File: src/rtl/div_pkg.sv
// rtl/div_pkg.sv - shared constants, config record and channel-select width helper for multi_clk_div
package div_pkg;

  localparam int DIV_W_DEFAULT = 32;
  localparam int DIV_CH_MAX    = 16;

  typedef struct packed {
    logic [DIV_W_DEFAULT-1:0] div;
    logic                     en;
    logic [DIV_W_DEFAULT-1:0] high;
  } div_cfg_t;

  function automatic int ch_sel_w(input int ch);
    return (ch > 1) ? $clog2(ch) : 1;
  endfunction

endpackage

File: src/rtl/div_channel.sv
// rtl/div_channel.sv - one divider channel: counter, shadowed config, pending flag, registered outputs
// Optional programmable high phase when DIV_DUTY_EN is defined.
module div_channel import div_pkg::*; #(
  parameter int W = DIV_W_DEFAULT
) (
  input  logic         clk,
  input  logic         rst_n,
  input  logic         wr_i,
  input  logic [W-1:0] div_i,
  input  logic         en_i,
`ifdef DIV_DUTY_EN
  input  logic [W-1:0] high_i,
`endif
  output logic         pend_o,
  output logic         wave_o,
  output logic         tick_o,
  output logic         active_o
);

  logic [W-1:0] cnt_q, cnt_d, div_q, div_d, sh_div_q;
  logic         en_q, en_d, sh_en_q, pend_q, pend_d;
  logic         wave_q, wave_d, tick_q, tick_d;
  logic         accept, live, live_d, period_end, apply;
`ifdef DIV_DUTY_EN
  logic [W-1:0] high_q, high_d, sh_high_q;
`endif

  assign accept     = wr_i && !pend_q;
  assign live       = en_q && (div_q != '0);
  assign period_end = live && (cnt_q == div_q - W'(1));
  // An idle channel has no period to protect, so its shadow lands at once.
  assign apply      = pend_q && (period_end || !live);

  always_comb begin
    cnt_d  = cnt_q;
    div_d  = div_q;
    en_d   = en_q;
    pend_d = pend_q;
`ifdef DIV_DUTY_EN
    high_d = high_q;
`endif
    if (accept && !en_i) begin
      en_d   = 1'b0;
      cnt_d  = '0;
      pend_d = 1'b0;
    end else if (apply) begin
      div_d  = sh_div_q;
      en_d   = sh_en_q;
`ifdef DIV_DUTY_EN
      high_d = sh_high_q;
`endif
      cnt_d  = '0;
      pend_d = 1'b0;
    end else if (live && !period_end) begin
      cnt_d = cnt_q + W'(1);
    end else begin
      cnt_d = '0;
    end
    if (accept && en_i) pend_d = 1'b1;

    // Outputs are computed from next state so they line up with cnt_q.
    live_d = en_d && (div_d != '0);
    tick_d = live_d && (cnt_d == div_d - W'(1));
`ifdef DIV_DUTY_EN
    wave_d = live_d && ((high_d >= div_d) || (cnt_d >= div_d - high_d));
`else
    wave_d = live_d && (cnt_d >= (div_d >> 1));
`endif
  end

  always_ff @(posedge clk or negedge rst_n) begin
    if (!rst_n) begin
      cnt_q     <= '0;
      div_q     <= '0;
      en_q      <= 1'b0;
      pend_q    <= 1'b0;
      sh_div_q  <= '0;
      sh_en_q   <= 1'b0;
      wave_q    <= 1'b0;
      tick_q    <= 1'b0;
`ifdef DIV_DUTY_EN
      high_q    <= '0;
      sh_high_q <= '0;
`endif
    end else begin
      cnt_q  <= cnt_d;
      div_q  <= div_d;
      en_q   <= en_d;
      pend_q <= pend_d;
      wave_q <= wave_d;
      tick_q <= tick_d;
`ifdef DIV_DUTY_EN
      high_q <= high_d;
`endif
      if (accept && en_i) begin
        sh_div_q  <= div_i;
        sh_en_q   <= en_i;
`ifdef DIV_DUTY_EN
        sh_high_q <= high_i;
`endif
      end
    end
  end

  assign pend_o   = pend_q;
  assign wave_o   = wave_q;
  assign tick_o   = tick_q;
  assign active_o = live;

endmodule

File: src/rtl/multi_clk_div.sv
// rtl/multi_clk_div.sv - CH independent clock dividers sharing one config write port
// Define DIV_DUTY_EN to add the cfg_high port and programmable high phase.
module multi_clk_div import div_pkg::*; #(
  parameter  int CH = 4,
  parameter  int W  = DIV_W_DEFAULT,
  localparam int CW = ch_sel_w(CH)
) (
  input  logic          clk,
  input  logic          rst_n,
  input  logic          cfg_valid,
  output logic          cfg_ready,
  input  logic [CW-1:0] cfg_ch,
  input  logic [W-1:0]  cfg_div,
  input  logic          cfg_en,
`ifdef DIV_DUTY_EN
  input  logic [W-1:0]  cfg_high,
`endif
  output logic [CH-1:0] wave_out,
  output logic [CH-1:0] tick,
  output logic [CH-1:0] active
);

  logic [CH-1:0] pend;

  for (genvar g = 0; g < CH; g++) begin : g_ch
    div_channel #(.W(W)) u_ch (
      .clk      (clk),
      .rst_n    (rst_n),
      .wr_i     (cfg_valid && (cfg_ch == CW'(g))),
      .div_i    (cfg_div),
      .en_i     (cfg_en),
`ifdef DIV_DUTY_EN
      .high_i   (cfg_high),
`endif
      .pend_o   (pend[g]),
      .wave_o   (wave_out[g]),
      .tick_o   (tick[g]),
      .active_o (active[g])
    );
  end

  // Selects beyond CH match no channel, so the write is taken and dropped.
  always_comb begin
    cfg_ready = 1'b1;
    for (int i = 0; i < CH; i++) begin
      if (cfg_ch == CW'(i)) cfg_ready = !pend[i];
    end
  end

endmodule
File: config.mk
export PLATFORM = sky130hd
export DESIGN_NAME = multi_clk_div
export DESIGN_NICKNAME = d
export VERILOG_FILES = /design/src/rtl/div_pkg.sv /design/src/rtl/div_channel.sv /design/src/rtl/multi_clk_div.sv
export SDC_FILE = /design/constraint.sdc
export NUM_CORES = 1
export LEC_CHECK = 0
export ABC_AREA = 1
export ABC_CLOCK_PERIOD_IN_PS = 4400
export CAP_MARGIN = 5
export CORE_MARGIN = 4
export CORE_UTILIZATION = 60
export CTS_BUF_LIST = sky130_fd_sc_hd__clkbuf_4 sky130_fd_sc_hd__clkbuf_8 sky130_fd_sc_hd__clkbuf_16
export DETAILED_ROUTE_END_ITERATION = 8
export PLACE_DENSITY = 0.86
export SLEW_MARGIN = 20
export SYNTH_ARGS = -nofsm -noshare
export SYNTH_HDL_FRONTEND = slang
export SYNTH_HIERARCHICAL = 1
export SYNTH_SLANG_ARGS = --single-unit
File: constraint.sdc
create_clock -name clk -period 4.4 [get_ports clk]
set_clock_uncertainty 0.05 [all_clocks]
set_input_delay 0.66 -clock clk [delete_from_list [all_inputs] [get_ports clk]]
set_output_delay 0.66 -clock clk [all_outputs]
set_load 0.01 [all_outputs]
==> flow_summary_export.csv <==
group,metric,value,unit
layout,final_nets,5385,
outcome,status,"complete, no violations",
placed_design,place.gp.congestion,1.01,
yosys,syn_area_per_cell,6.60,sq um
sta,slew_violations,0,
yosys,synth_edf_count,0,
yosys,synth_ff_type,"dfrtp_1",
clock_tree,root_buffer,"clkbuf_16",
pwr,powerDensity,539,nW/um^2
clock_tree,clock-sinks,404,
yosys,synth_fp_nets,5259,
critical_path,cp-start-kind,"flip-flop",
layout,final_util,67.9,%
route,vias,33500,
run,maxCapViolations,0,
clock_tree,cts_buffers,47,
sta,tightest_slew,0.982,ns
yosys,netlist_area,33600,sq um
global_route,grtUsageTotal,33.8,%
critical_path,path_class,"reg2reg",
route,drt_iter0_markers,3982,
critical_path,regToRegEndpoint,"g_ch[1].u_ch/tick_o",
pwr,p_leak,18.9,nW
route,viasPerCell,5.58,
sta,rsz0062_at_grt,"true",
pwr,p_sw_share,47.8,%
critical_path,rrSetupSlack,0.14,ns
critical_path,reg2reg_from,"g_ch[1].u_ch/div_q[8]",
clock_tree,clk_pin_slew_worst_paths,0.06,ns
floorplan,die_h,245,microns
yosys,ys_seq_elements,404,
floorplan,start_util,60.8,%
route,wl,104000,microns
worst_hold_path,hold_path_class,"in2async",
global_route,grt_start_max_net_pins,115,
pwr,seqPwrFrac,28.0,%
sta,hold_ws,0.0817,ns
route,drc,0,
sta,fin_setup_tns,0,ns
layout,fin_cells,6009,
yosys,ys_top_cells_by_area,"dfrtp_1, nand2_1, nor2_1",
sta,layout_min_cycle_time,4.26,ns
yosys,seq_area_frac_synth,30.0,%
pwr,switchingPower,0.00968,W
sta,fmax,235,MHz
yosys,yosys_warnings,6,
sta,setup_viol,0,
layout,drive_above_1_share,11.2,%
layout,antennaDiodeCount,0,
clock_tree,clk_latency,0.61,ns
layout,fillers,4831,
layout,final_cell_mix,"nand2_1, nor2_1, inv_1",
yosys,synth_top_cell_area_share,30.0,%
pwr,clock_power_share,20.9,%
sta,hold_viol,0,
global_route,grt_first_pass_wirelength,163000,microns
clock_tree,cts_tree,"yes",
critical_path,end_kind,"flip-flop",
critical_path,critPathMaxFanout,5,
critical_path,cp.required,4.87,ns
critical_path,endpoint,"g_ch[1].u_ch/tick_o",
route,wl_per_cell,17.4,microns
floorplan,top_level_ports,51,
route,dr.pass1.iters,7,
yosys,netlist_instances,5097,
clock_tree,cts_max_path_buffers,3,
yosys,synth_cell_types,63,
yosys,yosysTopAreaCell,"dfrtp_1",
critical_path,reg2reg_depth,29,
pwr,comb_power_share,51.0,%
critical_path,startpoint,"g_ch[1].u_ch/div_q[8]",
route,ant_nets,0,
global_route,grt_pass1_vias,31000,
pwr,internal-power,0.0106,W
floorplan,std_cell_rows,86,
floorplan,dieWidth,245,microns
yosys,ys_async_sr_fraction,100,%
floorplan,core,55300,sq um
layout,layout_commonest_cell,"nand2_1",
pwr,ir_drop,0.000282,V
clock_tree,htree_num_levels,2,
placed_design,hpwl,82000,microns
global_route,grt-ovfl-total,0,
placed_design,dpl.cell_count,5900,
critical_path,crit_top_cell,"nand2_1",
critical_path,cpMaxStageDelayCell,"dfrtp_1",
critical_path,cp_slowest_stage_delay,0.51,ns
sta,post-route-period-util,96.7,%
global_route,antenna_found_initial,4,
sta,slew_headroom,34.5,%
floorplan,fp.dieArea,59900,sq um
placed_design,io_buffer_count,50,
layout,area_delta_synth_final,11.6,%
critical_path,critPathArrivalTime,4.73,ns
flip-flops by register name (all words and copies together) (netlist names):
signal,count
g_ch.u_ch/cnt_q,128
g_ch.u_ch/sh_div_q,128
g_ch.u_ch/sh_en_q,4
g_ch.u_ch/wave_o,4
g_ch.u_ch/pend_o,4
g_ch.u_ch/tick_o,4
g_ch.u_ch/en_q,4
g_ch.u_ch/div_q,128
Yosys cell counts, types with 4 or more instances:
cell type	number
o21ai_1	24
buf_2	22
or2_2	15
inv_1	724
nand3_4	6
inv_2	39
nand3b_1	67
nand2_4	12
and3_1	4
xor2_1	166
xnor3_1	7
buf_6	16
buf_1	4
buf_4	5
nand2_2	86
nand3_1	410
nor2_1	757
nand4_1	93
o22ai_1	4
nor2_4	44
ha_1	124
o21ai_0	91
clkbuf_1	35
and2_1	9
a211oi_1	6
a21boi_0	6
xnor2_1	101
nor4_1	19
nand3_2	17
nor2_2	47
o31ai_1	4
a21oi_1	132
o21bai_1	21
dfrtp_1	404
nand2_1	1425
mux2_2	51
nor3_1	56
final cells by class:
class                      count  area, sq um  share of cell area [%]
timing repair buffer         160         1480                    3.94
tap                          748          936                    2.49
inverter                     765         2870                    7.65
sequential                   404        10100                    26.9
clock inverter                27          347                   0.923
clock buffer                  60         1320                    3.53
multi-input combinational   3845        20500                    54.5
how the worst min path moves through the flow:
stage,depth (start not counted),to,from
after CTS,1,g_ch[0].u_ch/div_q[23],rst_n
after floorplan,0,g_ch[0].u_ch/cnt_q[0],rst_n
final,1,g_ch[0].u_ch/cnt_q[1],rst_n
after global routing,1,g_ch[0].u_ch/cnt_q[1],rst_n
after detailed placement,2,g_ch[3].u_ch/sh_en_q,g_ch[3].u_ch/sh_en_q
after global placement,2,g_ch[1].u_ch/sh_en_q,g_ch[1].u_ch/sh_en_q
power by group through the flow:
stage                     combinational, W  clock, W  sequential (W)
after floorplan                    0.00708         0         0.00531
after global placement             0.00950         0         0.00563
after detailed placement           0.00969         0         0.00567
after CTS                          0.00978   0.00427         0.00561
after global routing                0.0114   0.00442         0.00577
final                               0.0103   0.00424         0.00567
per-layer routing:
| metal | vias to the layer above | part of all wire (%) | global-route usage, % |
|---|---|---|---|
| li1 | 16200 | - | - |
| met1 | 15400 | 43 | 48.2 |
| met2 | 1627 | 44 | 53.0 |
| met3 | 241 | 9.7 | 5.05 |
| met4 | 2 | 3.8 | 11.0 |
| met5 | - | 0.011 | 0 |
logic make-up after synthesis:
family                   share of synthesized area, %
adder cells (fa/ha/maj)                          4.61
buffers and inverters                            10.0
AO/OA/AOI/OAI                                    5.19
multiplexers                                     1.71
flip-flops                                       30.0
AND/OR/NAND/NOR                                  41.0
XOR/XNOR                                         7.42
through the flow:
step / worst slack [ns] / power [W] / instance area (sq um)
3_5_place_dp: 0.0745 / 0.0154 / 35400
5_1_grt: -0.0785 / 0.0216 / 37500
6_report: 0.144 / 0.0202 / 37500
2_1_floorplan: 0.678 / 0.0124 / 33600
4_1_cts: 0.0173 / 0.0197 / 37100
3_3_place_gp: 0.0536 / 0.0151 / 35400
timing repair:
item,in CTS,in global routing
gates cloned,0,3
setup endpoints to repair,1,8
setup buffers,0,19
hold buffers,0,0
pin swaps,0,11
gates resized for setup,1,71
worst max-delay path: cells and delay by family (launching register included):
kind            cells  cell delay, ns
simple gates       21            2.48
buf+inv             5            0.60
flops               1            0.51
fa+ha+maj           1            0.26
xor+xnor            1            0.15
compound gates      1            0.09
Power figures use the tool's default switching activity.
